--- config.mk ---
export PLATFORM = sky130hd
export DESIGN_NAME = bus_clock_recovery
export DESIGN_NICKNAME = d
export VERILOG_FILES = /design/src/rtl/bus_clock_recovery.sv
export SDC_FILE = /design/constraint.sdc
export NUM_CORES = 1
export LEC_CHECK = 0
export ABC_AREA = 1
export CAP_MARGIN = 20
export CORE_MARGIN = 4
export CORE_UTILIZATION = 40
export DETAILED_ROUTE_END_ITERATION = 6
export REMOVE_ABC_BUFFERS = 1
export SKIP_LAST_GASP = 1
export SLEW_MARGIN = 20
export SYNTH_ARGS = -nofsm -noshare
export SYNTH_HDL_FRONTEND = slang
export SYNTH_SLANG_ARGS = --single-unit
--- constraint.sdc ---
create_clock -name clk -period 2.75 [get_ports clk]
set_input_delay 0.55 -clock clk [delete_from_list [all_inputs] [get_ports clk]]
set_output_delay 0.55 -clock clk [all_outputs]
set_load 0.02 [all_outputs]
--- src/rtl/bus_clock_recovery.sv ---
// bus_clock_recovery: rebuilds the Amiga bus-clock phases (CCK, CCKQ, CDAC edges)
// in the 56 MHz PLL domain from a single asynchronous CCK pin.
//
// Ports:
//   clk         56 MHz PLL clock, all logic on posedge
//   reset_n     synchronous active-low reset
//   cck_in      asynchronous CCK pin
//   err_clr     clears the sticky period_err flag
//   cck, cckq   recovered clock phases (delay-line taps 0 and CCKQ_TAP)
//   cck_edge    1-clk strobe on any cck transition
//   cck_rise    1-clk strobe on cck 0->1
//   cck_fall    1-clk strobe on cck 1->0
//   cckq_edge   1-clk strobe on any cckq transition
//   cdac_edge   1-clk strobe on a transition at CDAC_TAP_A or CDAC_TAP_B
//   phase       clk slots since the last cck rise (0 alongside cck_rise)
//   locked      CCK period lock status
//   period_err  sticky flag, set when lock is lost from the locked state
module bus_clock_recovery #(
  parameter int unsigned SYNC_STAGES = 2,
  parameter int unsigned TAP_DEPTH   = 8,
  parameter int unsigned CCKQ_TAP    = 4,
  parameter int unsigned CDAC_TAP_A  = 2,
  parameter int unsigned CDAC_TAP_B  = 6,
  parameter int unsigned PERIOD_NOM  = 16,
  parameter int unsigned PERIOD_TOL  = 1,
  parameter int unsigned LOCK_COUNT  = 4,
  parameter int unsigned CNT_W       = 5,
  parameter int unsigned GATE_UNLOCK = 1
) (
  input  logic             clk,
  input  logic             reset_n,
  input  logic             cck_in,
  input  logic             err_clr,
  output logic             cck,
  output logic             cckq,
  output logic             cck_edge,
  output logic             cck_rise,
  output logic             cck_fall,
  output logic             cckq_edge,
  output logic             cdac_edge,
  output logic [CNT_W-1:0] phase,
  output logic             locked,
  output logic             period_err
);

  // Sync chain and delay line form one shift register; d[0] is the last sync flop,
  // so cck lags cck_in by exactly SYNC_STAGES clocks.
  localparam int unsigned LINE_W = SYNC_STAGES + TAP_DEPTH - 1;
  localparam int unsigned D0     = SYNC_STAGES - 1;
  localparam int unsigned GOOD_W = $clog2(LOCK_COUNT + 1);
  localparam int unsigned P_MIN  = PERIOD_NOM - PERIOD_TOL;
  localparam int unsigned P_MAX  = PERIOD_NOM + PERIOD_TOL;

  typedef enum logic [1:0] {
    S_UNLOCKED = 2'd0,
    S_ACQUIRE  = 2'd1,
    S_LOCKED   = 2'd2
  } state_e;

  logic [LINE_W-1:0]    line_q, line_d;
  logic [TAP_DEPTH-1:0] d;
  logic [CNT_W-1:0]     cnt_q, cnt_d;
  logic [GOOD_W-1:0]    good_cnt_q, good_cnt_d;
  state_e               state_q, state_d;
  logic                 locked_q, locked_d;
  logic                 err_q, err_d;
  logic                 cck_edge_q, cck_edge_d;
  logic                 cck_rise_q, cck_rise_d;
  logic                 cck_fall_q, cck_fall_d;
  logic                 cckq_edge_q, cckq_edge_d;
  logic                 cdac_edge_q, cdac_edge_d;

  logic                 rise_c;
  logic                 good_c;
  logic                 timeout_c;
  logic                 gate_c;
  logic                 err_set_c;
  logic [CNT_W:0]       period_c;

  assign d = line_q[LINE_W-1:D0];

  // Next-state logic: delay line, slot counter, lock FSM, gated strobes.
  always_comb begin
    line_d      = {line_q[LINE_W-2:0], cck_in};
    state_d     = state_q;
    good_cnt_d  = good_cnt_q;
    err_set_c   = 1'b0;

    rise_c    = d[0] & ~d[1];
    period_c  = {1'b0, cnt_q} + (CNT_W+1)'(1);
    good_c    = (period_c >= (CNT_W+1)'(P_MIN)) && (period_c <= (CNT_W+1)'(P_MAX));
    timeout_c = !rise_c && (cnt_q >= CNT_W'(P_MAX));

    // Counter restarts on every rise and saturates so a dead clock never wraps.
    if (rise_c) begin
      cnt_d = '0;
    end else if (cnt_q != {CNT_W{1'b1}}) begin
      cnt_d = cnt_q + CNT_W'(1);
    end else begin
      cnt_d = cnt_q;
    end

    case (state_q)
      // First measured period is meaningless (counter start is arbitrary).
      S_UNLOCKED: begin
        if (rise_c) begin
          state_d    = S_ACQUIRE;
          good_cnt_d = '0;
        end
      end
      S_ACQUIRE: begin
        if (rise_c) begin
          if (good_c) begin
            good_cnt_d = good_cnt_q + GOOD_W'(1);
            if (good_cnt_q == GOOD_W'(LOCK_COUNT - 1)) begin
              state_d = S_LOCKED;
            end
          end else begin
            good_cnt_d = '0;
          end
        end else if (timeout_c) begin
          state_d = S_UNLOCKED;
        end
      end
      S_LOCKED: begin
        if ((rise_c && !good_c) || timeout_c) begin
          state_d   = S_UNLOCKED;
          err_set_c = 1'b1;
        end
      end
      default: begin
        state_d = S_UNLOCKED;
      end
    endcase

    locked_d = (state_d == S_LOCKED);
    err_d    = err_set_c | (err_q & ~err_clr);

    // Gate with the lock status of the cycle the strobe is shown in.
    gate_c = (GATE_UNLOCK != 0) ? locked_d : 1'b1;

    cck_edge_d  = (d[0] ^ d[1]) & gate_c;
    cck_rise_d  = rise_c & gate_c;
    cck_fall_d  = ~d[0] & d[1] & gate_c;
    cckq_edge_d = (d[CCKQ_TAP] ^ d[CCKQ_TAP+1]) & gate_c;
    cdac_edge_d = ((d[CDAC_TAP_A] ^ d[CDAC_TAP_A+1]) |
                   (d[CDAC_TAP_B] ^ d[CDAC_TAP_B+1])) & gate_c;
  end

  // State register with synchronous reset.
  always_ff @(posedge clk) begin
    if (!reset_n) begin
      line_q      <= '0;
      cnt_q       <= '0;
      good_cnt_q  <= '0;
      state_q     <= S_UNLOCKED;
      locked_q    <= 1'b0;
      err_q       <= 1'b0;
      cck_edge_q  <= 1'b0;
      cck_rise_q  <= 1'b0;
      cck_fall_q  <= 1'b0;
      cckq_edge_q <= 1'b0;
      cdac_edge_q <= 1'b0;
    end else begin
      line_q      <= line_d;
      cnt_q       <= cnt_d;
      good_cnt_q  <= good_cnt_d;
      state_q     <= state_d;
      locked_q    <= locked_d;
      err_q       <= err_d;
      cck_edge_q  <= cck_edge_d;
      cck_rise_q  <= cck_rise_d;
      cck_fall_q  <= cck_fall_d;
      cckq_edge_q <= cckq_edge_d;
      cdac_edge_q <= cdac_edge_d;
    end
  end

  assign cck        = d[0];
  assign cckq       = d[CCKQ_TAP];
  assign cck_edge   = cck_edge_q;
  assign cck_rise   = cck_rise_q;
  assign cck_fall   = cck_fall_q;
  assign cckq_edge  = cckq_edge_q;
  assign cdac_edge  = cdac_edge_q;
  assign phase      = cnt_q;
  assign locked     = locked_q;
  assign period_err = err_q;

endmodule

==> key figures <==
Run status
  • Status: completed

Final layout
  • Net count, final: 184
  • Area delta synth->final: 22.14%
  • Layout cells sized above 1: 0.06471
  • Finished Core Util: 0.5082
  • Fin area: 1401 um2
  • Number of diodes: 0

Timing
  • Setup violators final: 0
  • Max Slew Vio Count: 0
  • Min Tclk post-route: 2.024 ns
  • Fin. Hold Viols: 0
  • Fmax: 494.0 MHz
  • Worst-margin pin slew: 0.4588 ns
  • Setup tns final: 0 ns
  • Worst relative slew slack: 0.6932
  • RSZ-0062 raised after global routing: no
  • Period utilization: 0.7362
  • Worst hold slack: 0.4367 ns
  • Worst Skew: 0.001261 ns

Global routing
  • Total track usage: 0.1200
  • Largest net degree at the start of global routing: 16
  • Vias in the first global route: 823
  • M2 GR Usage: 0.1928
  • M1 GR Usage: 0.1474
  • First-pass GRT wire length: roughly 3400 um
  • Initial antenna violation count: 0
  • Met3 GRT Util: 0.04403
  • Grt total ovfl: 0
  • Layer with the highest usage: met2

Setup path
  • Buf+Inv Stages, Crit Path: 1
  • Slowest CP cell: clkdlybuf4s50_1
  • Setup CP Type: reg -> out
  • Crit path capture type: primary output
  • Worst-path cell chain: clkdlybuf4s50_1
  • Top delay family on crit path: buffers and inverters
  • Startpoint Class: register
  • Worst EP arrival: 1.47 ns
  • Critical path's largest stage delay: approximately 0.66 ns
  • CP max FO: 8
  • Worst Path Required: 2.20 ns

Synth
  • Register area share after synthesis: 0.4537
  • Yosys cell types: 21
  • Count leader, synth: nand2_1
  • Area contributors post-synth: dfxtp_1 45%, nand2_1 11%, ha_1 9.8%
  • Top-area cell type share of the netlist area: 0.4537
  • Yosys top cell by area: dfxtp_1
  • Yosys warns: 0
  • Mean Syn Cell Area: 7.598 um2
  • Post-synth EDFFs: 0
  • Syn Std Cell Area: 1147 um2
  • Async SR Flop Fraction: 0
  • Commonest cells in the synthesized netlist: 33 x nand2_1, 29 x inv_1, 26 x dfxtp_1
  • Seq cells post-synth: 26
  • Synth Flop Type: dfxtp_1
  • Post-Synthesis Cells: 151

Power and ir drop
  • Max VDD drop: around 0.00063 V
  • Sw frac: 0.2087
  • Switching Power: 0.0001459 W
  • Internal: about 0.00055 W
  • P_leak: 0.6965 nW
  • Power Density: roughly 500 nW/um2
  • Comb pwr share: 0.077
  • Seq pwr share: 0.561
  • Clock power frac: 0.362

Clock network
  • Max clock buf depth: 2
  • Resized Gates After CTS: 0
  • Worst-Skew Late Latency: 0.31 ns
  • Clock Pin Slew Worst Setup and Hold Paths: 0.13 ns
  • # clock sinks: 26
  • Hold Buf Count CTS: 0
  • H-tree Lvls: 1
  • Cts bufs inserted: 3
  • CTS tree: yes
  • Total setup buffers inserted after CTS: 0
  • Root buffer cell: clkbuf_4

Detailed routing
  • DRC Markers: 0
  • Vias/cell: 4.617
  • DRT Wirelength: 1955 um
  • Drt first pass iters: 4
  • DR iter-0 viols: 24
  • Post-DRT Antenna Nets: 0
  • Vias: 928
  • DR WL/cell: slightly below 10 um

Floorplanning
  • IO Count: 18
  • Placeable Area: 2758 um2
  • Initial Util: 0.4161
  • Die Area: 3789 um2
  • Die H: 61.56 um
  • Core Rows: 19
  • DIE WIDTH: between 60 and 70 um

Place
  • DP HPWL: roughly 1500 um
  • Area post-placement: 1349 um2
  • Port bufs: 17
  • Routability cong.: 0.8942

Job
  • Max_cap viols: 0

Hold path
  • Hold Path Class: reg -> reg
power by group through the flow:
| stage | logic (W) | registers [W] | clock network [W] |
|---|---|---|---|
| 3_3_place_gp | 0.0000545 | 0.000401 | 0 |
| 2_1_floorplan | 0.0000283 | 0.000404 | 0 |
| 3_5_place_dp | 0.0000546 | 0.000401 | 0 |
| 4_1_cts | 0.0000547 | 0.000392 | 0.000262 |
| 6_report | 0.0000541 | 0.000392 | 0.000253 |
| 5_1_grt | 0.0000616 | 0.000394 | 0.000281 |
state kept, by name, indices dropped and copies added (netlist names):
register    count
cck_edge        1
locked          1
good_cnt_q      3
cck_rise        1
cdac_edge       1
cckq_edge       1
state_q         2
period_err      1
phase           5
line_q          9
cck_fall        1
placed cells by master (no fill, tap or decap):
cell,count
nand2_1,33
inv_1,29
dfxtp_1,26
clkdlybuf4s50_1,17
nor2_1,15
a21oi_1,10
ha_1,9
nand3_1,8
o21ai_0,4
clkbuf_4,3
nand4_1,2
nand2_2,2
xor2_1,2
inv_2,1
nor3_1,1
nand3_2,1
nand2_4,1
nor2_2,1
xnor2_1,1
a31oi_1,1
or2_2,1
nand3b_1,1
bufinv_16,1
final timing paths:
path / startpoint / endpoint / slack (ns) / cells past startpoint
max: phase[2] / phase[2] / 0.73 / 1
min: line_q[0] / line_q[1] / 0.44 / 2
max reg2reg: phase[0] / cck_fall / 0.77 / 13
min reg2reg: line_q[0] / line_q[1] / 0.44 / 2
layout make-up:
class	instances	area, um2
fill	264	1356
sequential	26	520.5
multi-input combinational	93	506.7
timing repair buffer	17	170.2
inverter	30	112.6
tap	31	38.79
clock inverter	1	30.03
clock buffer	3	22.52
cell families after synthesis:
kind of cell    Yosys count  share of synthesized area
simple gates             66                     0.2541
compound gates           15                    0.06653
fa+ha+maj                 9                    0.09815
xor+xnor                  3                    0.02290
buf+inv                  32                     0.1047
flops                    26                     0.4537
per-stage QoR:
step                setup slack (ns)  cells  power (W)
detailed placement            0.6043    197  0.0004552
CTS                           0.7116    201  0.0007088
global placement              0.6587    197  0.0004551
finish                        0.7255    201  0.0006994
global route                  0.5406    201  0.0007365
floorplan                     0.8814    149  0.0004319
per-layer routing:
metal	share of wire	wire (um)
met5	0	0
met4	0.0082	16
met3	0.043	85
met2	0.45	880
met1	0.50	973
Power figures use the tool's default switching activity.
